==> src/rtl/sram_initiator.sv <==
// Two-port round-robin front end for a single-port SRAM with registered read data.
// Optional power-up zero scrub of the whole array is enabled by defining SRAM_INIT_SCRUB_EN.
//
// state    | meaning
// ---------+--------------------------------------------------------------
// ST_SCRUB | writing zero to every address, one per cycle; both ports held off
// ST_RUN   | round-robin arbitration between ports A and B, one access per cycle
module sram_initiator #(
   parameter int AW = 8,
   parameter int DW = 4
) (
   input  logic          clk,
   input  logic          rst_n,
   input  logic          a_valid,
   output logic          a_ready,
   input  logic          a_we,
   input  logic [AW-1:0] a_addr,
   input  logic [DW-1:0] a_wdata,
   output logic          a_rvalid,
   output logic [DW-1:0] a_rdata,
   input  logic          b_valid,
   output logic          b_ready,
   input  logic          b_we,
   input  logic [AW-1:0] b_addr,
   input  logic [DW-1:0] b_wdata,
   output logic          b_rvalid,
   output logic [DW-1:0] b_rdata,
   output logic          mem_cs,
   output logic          mem_write,
   output logic          mem_read,
   output logic [AW-1:0] mem_address,
   output logic [DW-1:0] mem_data_in,
   input  logic [DW-1:0] mem_data_out
);

   typedef enum logic {ST_SCRUB, ST_RUN} state_t;

   localparam logic PORT_A = 1'b0;
   localparam logic PORT_B = 1'b1;

`ifdef SRAM_INIT_SCRUB_EN
   localparam state_t RESET_STATE = ST_SCRUB;
   logic [AW-1:0] scrub_cnt;
`else
   localparam state_t RESET_STATE = ST_RUN;
`endif

   state_t        state;
   state_t        state_nxt;
   logic          prio;
   logic          prio_nxt;
   logic          cs_nxt;
   logic          write_nxt;
   logic          read_nxt;
   logic [AW-1:0] address_nxt;
   logic [DW-1:0] data_in_nxt;
   logic          tag_vld_nxt;
   logic          tag_port_nxt;
   logic [1:0]    tag_vld;
   logic [1:0]    tag_port;

   always_ff @(posedge clk or negedge rst_n) begin
      if (!rst_n) begin
         state <= RESET_STATE;
      end else begin
         state <= state_nxt;
      end
   end

   always_comb begin
      state_nxt    = state;
      prio_nxt     = prio;
      a_ready      = 1'b0;
      b_ready      = 1'b0;
      cs_nxt       = 1'b0;
      write_nxt    = 1'b0;
      read_nxt     = 1'b0;
      address_nxt  = mem_address;
      data_in_nxt  = mem_data_in;
      tag_vld_nxt  = 1'b0;
      tag_port_nxt = PORT_A;
      case (state)
`ifdef SRAM_INIT_SCRUB_EN
         ST_SCRUB: begin
            cs_nxt      = 1'b1;
            write_nxt   = 1'b1;
            address_nxt = scrub_cnt;
            data_in_nxt = '0;
            if (scrub_cnt == '1) begin
               state_nxt = ST_RUN;
            end
         end
`endif
         ST_RUN: begin
            // Readies are held low while reset is asserted, even though the state is already RUN
            a_ready = rst_n && (!b_valid || prio == PORT_A);
            b_ready = rst_n && (!a_valid || prio == PORT_B);
            if (a_valid && a_ready) begin
               cs_nxt       = 1'b1;
               write_nxt    = a_we;
               read_nxt     = !a_we;
               address_nxt  = a_addr;
               data_in_nxt  = a_wdata;
               tag_vld_nxt  = !a_we;
               tag_port_nxt = PORT_A;
               prio_nxt     = PORT_B;
            end else if (b_valid && b_ready) begin
               cs_nxt       = 1'b1;
               write_nxt    = b_we;
               read_nxt     = !b_we;
               address_nxt  = b_addr;
               data_in_nxt  = b_wdata;
               tag_vld_nxt  = !b_we;
               tag_port_nxt = PORT_B;
               prio_nxt     = PORT_A;
            end
         end
         default: begin
            state_nxt = ST_RUN;
         end
      endcase
   end

`ifdef SRAM_INIT_SCRUB_EN
   always_ff @(posedge clk or negedge rst_n) begin
      if (!rst_n) begin
         scrub_cnt <= '0;
      end else if (state == ST_SCRUB) begin
         scrub_cnt <= scrub_cnt + 1'b1;
      end
   end
`endif

   always_ff @(posedge clk or negedge rst_n) begin
      if (!rst_n) begin
         mem_cs      <= 1'b0;
         mem_write   <= 1'b0;
         mem_read    <= 1'b0;
         mem_address <= '0;
         mem_data_in <= '0;
         prio        <= PORT_A;
         tag_vld     <= '0;
         tag_port    <= '0;
         a_rvalid    <= 1'b0;
         b_rvalid    <= 1'b0;
         a_rdata     <= '0;
         b_rdata     <= '0;
      end else begin
         mem_cs      <= cs_nxt;
         mem_write   <= write_nxt;
         mem_read    <= read_nxt;
         mem_address <= address_nxt;
         mem_data_in <= data_in_nxt;
         prio        <= prio_nxt;
         // Stage 1 lines up with the SRAM output; capture happens one cycle after it
         tag_vld     <= {tag_vld[0], tag_vld_nxt};
         tag_port    <= {tag_port[0], tag_port_nxt};
         a_rvalid    <= tag_vld[1] && (tag_port[1] == PORT_A);
         b_rvalid    <= tag_vld[1] && (tag_port[1] == PORT_B);
         if (tag_vld[1] && tag_port[1] == PORT_A) begin
            a_rdata <= mem_data_out;
         end
         if (tag_vld[1] && tag_port[1] == PORT_B) begin
            b_rdata <= mem_data_out;
         end
      end
   end

endmodule

==> config.mk <==
export PLATFORM = sky130hd
export DESIGN_NAME = sram_initiator
export DESIGN_NICKNAME = d
export VERILOG_FILES = /design/src/rtl/sram_initiator.sv
export SDC_FILE = /design/constraint.sdc
export NUM_CORES = 1
export LEC_CHECK = 0
export BUFFER_PORTS_ARGS = -buffer_cell sky130_fd_sc_hd__buf_2
export CORE_MARGIN = 2
export CORE_UTILIZATION = 44
export DETAILED_ROUTE_END_ITERATION = 6
export GPL_TIMING_DRIVEN = 0
export HOLD_SLACK_MARGIN = 0.03
export PLACE_DENSITY = 0.77
export RECOVER_POWER = 50
export SYNTH_ARGS = -nofsm -noshare
export SYNTH_HDL_FRONTEND = slang
export SYNTH_SLANG_ARGS = --single-unit
==> constraint.sdc <==
create_clock -name clk -period 1.4 [get_ports clk]
set_input_delay 0.28 -clock clk [delete_from_list [all_inputs] [get_ports clk]]
set_output_delay 0.28 -clock clk [all_outputs]
set_load 0.02 [all_outputs]
==> reports/results.txt <==
Root Buffer -> clkbuf_4
Worst reg-to-reg setup slack -> 0.07 ns
Synthesized flop and latch total -> 29
CP endpoint kind -> output port
Area Growth Syn to Fin -> 36.80%
Clock tree buffer depth -> 2
GPL Wtd Cong -> 0.7516
Fillers -> 230
Layout Cells excl Fill -> 215
Fmax achieved -> 719.1 MHz
Post-synthesis cell type count -> 24
Post-route DRC violation count -> 0
Clk_lat worst skew -> 0.32 ns
Yosys warning total -> 0
Post-synth ARST share -> 100.0%
Vias per cell -> 5.084
Crit Path Max Fanout -> 3
Core Util, Final -> 62.47%
Post-Syn Area -> 1237 um2
Worst R2R Path Depth -> 5
Syn Nets -> 146
Peak supply drop -> 0.9158 mV
Post-synth EDFFs -> 0
RSZ-0062 raised after global routing -> true
Skew final -> 0.005824 ns
HPWL after DPL -> 1.988 mm
Failing checks -> negative hold slack
CTS tree -> built
Final Instance Area -> 1693 um2
I/O pins -> 61
Worst-path clk slew -> 0.08 ns
Largest net degree at the start of global routing -> 37
Synth Flop Type -> dfrtp_1
Nets@finish -> 218
WP data arrival -> 1.11 ns
Vias in the first global route -> 1,017
Die Width -> 57.03 um
Gr ovfl total -> 0
IO Port Bufs -> 60
Final min period -> 1.391 ns
Drt first pass iters -> 4
Std cell rows -> 19
Sequential-to-total area share from yosys stat -> 58.65%
Initial antenna violation count -> 0
Setup Crit Path Kind -> reg -> out
Clk sink count -> 29
Via count -> 1,093
Max_slew headroom -> 72.30%
Worst hold path class -> in -> async
Wire per inst -> 13.09 um
Initial core utilization -> 45.66%
WHS -> -0.1096 ns
DP Area -> 1577 um2
DRT iter0 DRCs -> 48
Share of layout cells above drive strength 1 -> 48.91%
Inserted Clock Buffers -> 5
Dpl cells -> 203
Gr usage total -> 18.40%
Most numerous cell in the Yosys netlist -> dfrtp_1
Syn avg cell area -> 11.05 um2
Fraction of the cycle the final worst path needs -> 99.33%
Worst-Margin Slew -> 0.4155 ns
Final Routed Wirelength -> 2.815 mm
PD cells -> 1292 nW/um2
RR Endpoint -> mem_address[2]
Core area -> 2710 um2
Register area -> 725.7 um2
Top cell type's share of synthesized area -> 58.65%
Antenna-violating nets left -> 0
Hold Vio Cnt, Final -> 29
Worst Setup Start Kind -> flop
Max-Cap Viols -> 0
Leakage -> 0.0008377 uW
Slew Viols, Final -> 0
CTS H-tree depth -> 2
Top cells by area, synth -> dfrtp_1 (59%), a31oi_1 (6.1%), mux2_2 (5.5%)
Finish-stage setup viols -> 0
Die area -> 3252 um2
N_diodes -> 0
Status -> finished with violations
First-pass GRT wire length -> 4.519 mm
Area of the multi-input gates -> 440.4 um2
Die Span Y -> 57.03 um
R2R Path Start -> prio
Syn Inst Count -> 112
Req. time, crit path -> 1.12 ns
Commonest cells post-synth -> dfrtp_1 (29), nand3_1 (13), a31oi_1 (12), nor2_1 (12), o21ai_0 (9)
Crit path launch -> prio
Synth area leader -> dfrtp_1
Final TNS setup -> 0 ns
stage by stage:
stage	power [uW]	setup slack, ns	hold WS [ns]
global placement	1642	-0.2867	0.3354
floorplan	1415	0.1903	-0.01559
finish	2187	0.009395	-0.1096
detailed placement	1660	-0.3781	0.3434
global route	2323	-0.06241	-0.1031
CTS	2197	-0.07137	-0.1075
power breakdown:
group | internal, uW | switching [uW]
logic | 281 | 377
clock network | 237 | 259
registers | 969 | 65.2
worst max path at each step:
| stage | cells after the start | slack, ns | endpoint |
|---|---|---|---|
| 3_5_place_dp | 5 | -0.38 | mem_address[4] |
| 2_1_floorplan | 3 | 0.19 | a_ready |
| 4_1_cts | 4 | -0.07 | a_ready |
| 3_3_place_gp | 5 | -0.29 | mem_address[2] |
| 6_report | 3 | 0.009 | a_ready |
| 5_1_grt | 3 | -0.06 | a_ready |
kinds of logic after synthesis:
group                  after synthesis  synth area share (%)
AO/OA/AOI/OAI                       29                 13.85
flip-flops                          29                 58.65
AND/OR/NAND/NOR                     35                 13.45
buffers and inverters               11                 6.774
multiplexers                         8                 7.280
cells in the final DEF (no fill, tap or decap), types with 2 or more instances in the layout:
cell type,Yosys,layout
mux2_1,2,2
mux2_2,6,6
a31oi_1,12,12
nand2_1,4,3
clkbuf_1,0,3
nor2_1,12,12
inv_1,3,2
nand3_1,13,13
o21ai_0,9,6
clkbuf_4,0,5
dfrtp_1,29,29
buf_6,2,3
buf_2,2,57
o21ai_1,4,6
buf_4,2,10
and2_4,1,2
layer usage:
| metal | global-route usage [%] | vias up | share of wire (%) |
|---|---|---|---|
| met5 | 0 | - | 0 |
| met4 | 6.312 | 0 | 1.2 |
| met3 | 7.029 | 5 | 9.0 |
| met2 | 28.57 | 51 | 47 |
| met1 | 23.77 | 497 | 43 |
| li1 | - | 540 | - |
critical path, cell delays in order (launching register included):
cell and delay, ns:
dfrtp_1 0.42, nand2_2 0.09, and2_4 0.16, buf_6 0.12
timing repair:
item                                   in CTS  in global routing
setup buffers                               3                  3
endpoints found under the hold margin      29                 29
gates resized for setup                    10                  5
setup endpoints to repair                   3                  5
pin swaps                                   1                  2
sequential cells by signal (all words and copies together) (netlist names):
| register | count |
|---|---|
| mem_address | 8 |
| a_rdata | 4 |
| b_rdata | 4 |
| mem_data_in | 4 |
| tag_port | 2 |
| tag_vld | 2 |
| a_rvalid | 1 |
| b_rvalid | 1 |
| mem_cs | 1 |
| mem_write | 1 |
| prio | 1 |
area by class of cell:
type,count,area share (%)
Sequential cell,29,42.87
Multi-Input combinational cell,72,26.02
Timing Repair Buffer,66,20.99
Buffer,7,3.917
Clock buffer,7,3.252
Tap cell,31,2.291
Inverter,3,0.6652
No activity file was read; power rests on OpenSTA's default activity.
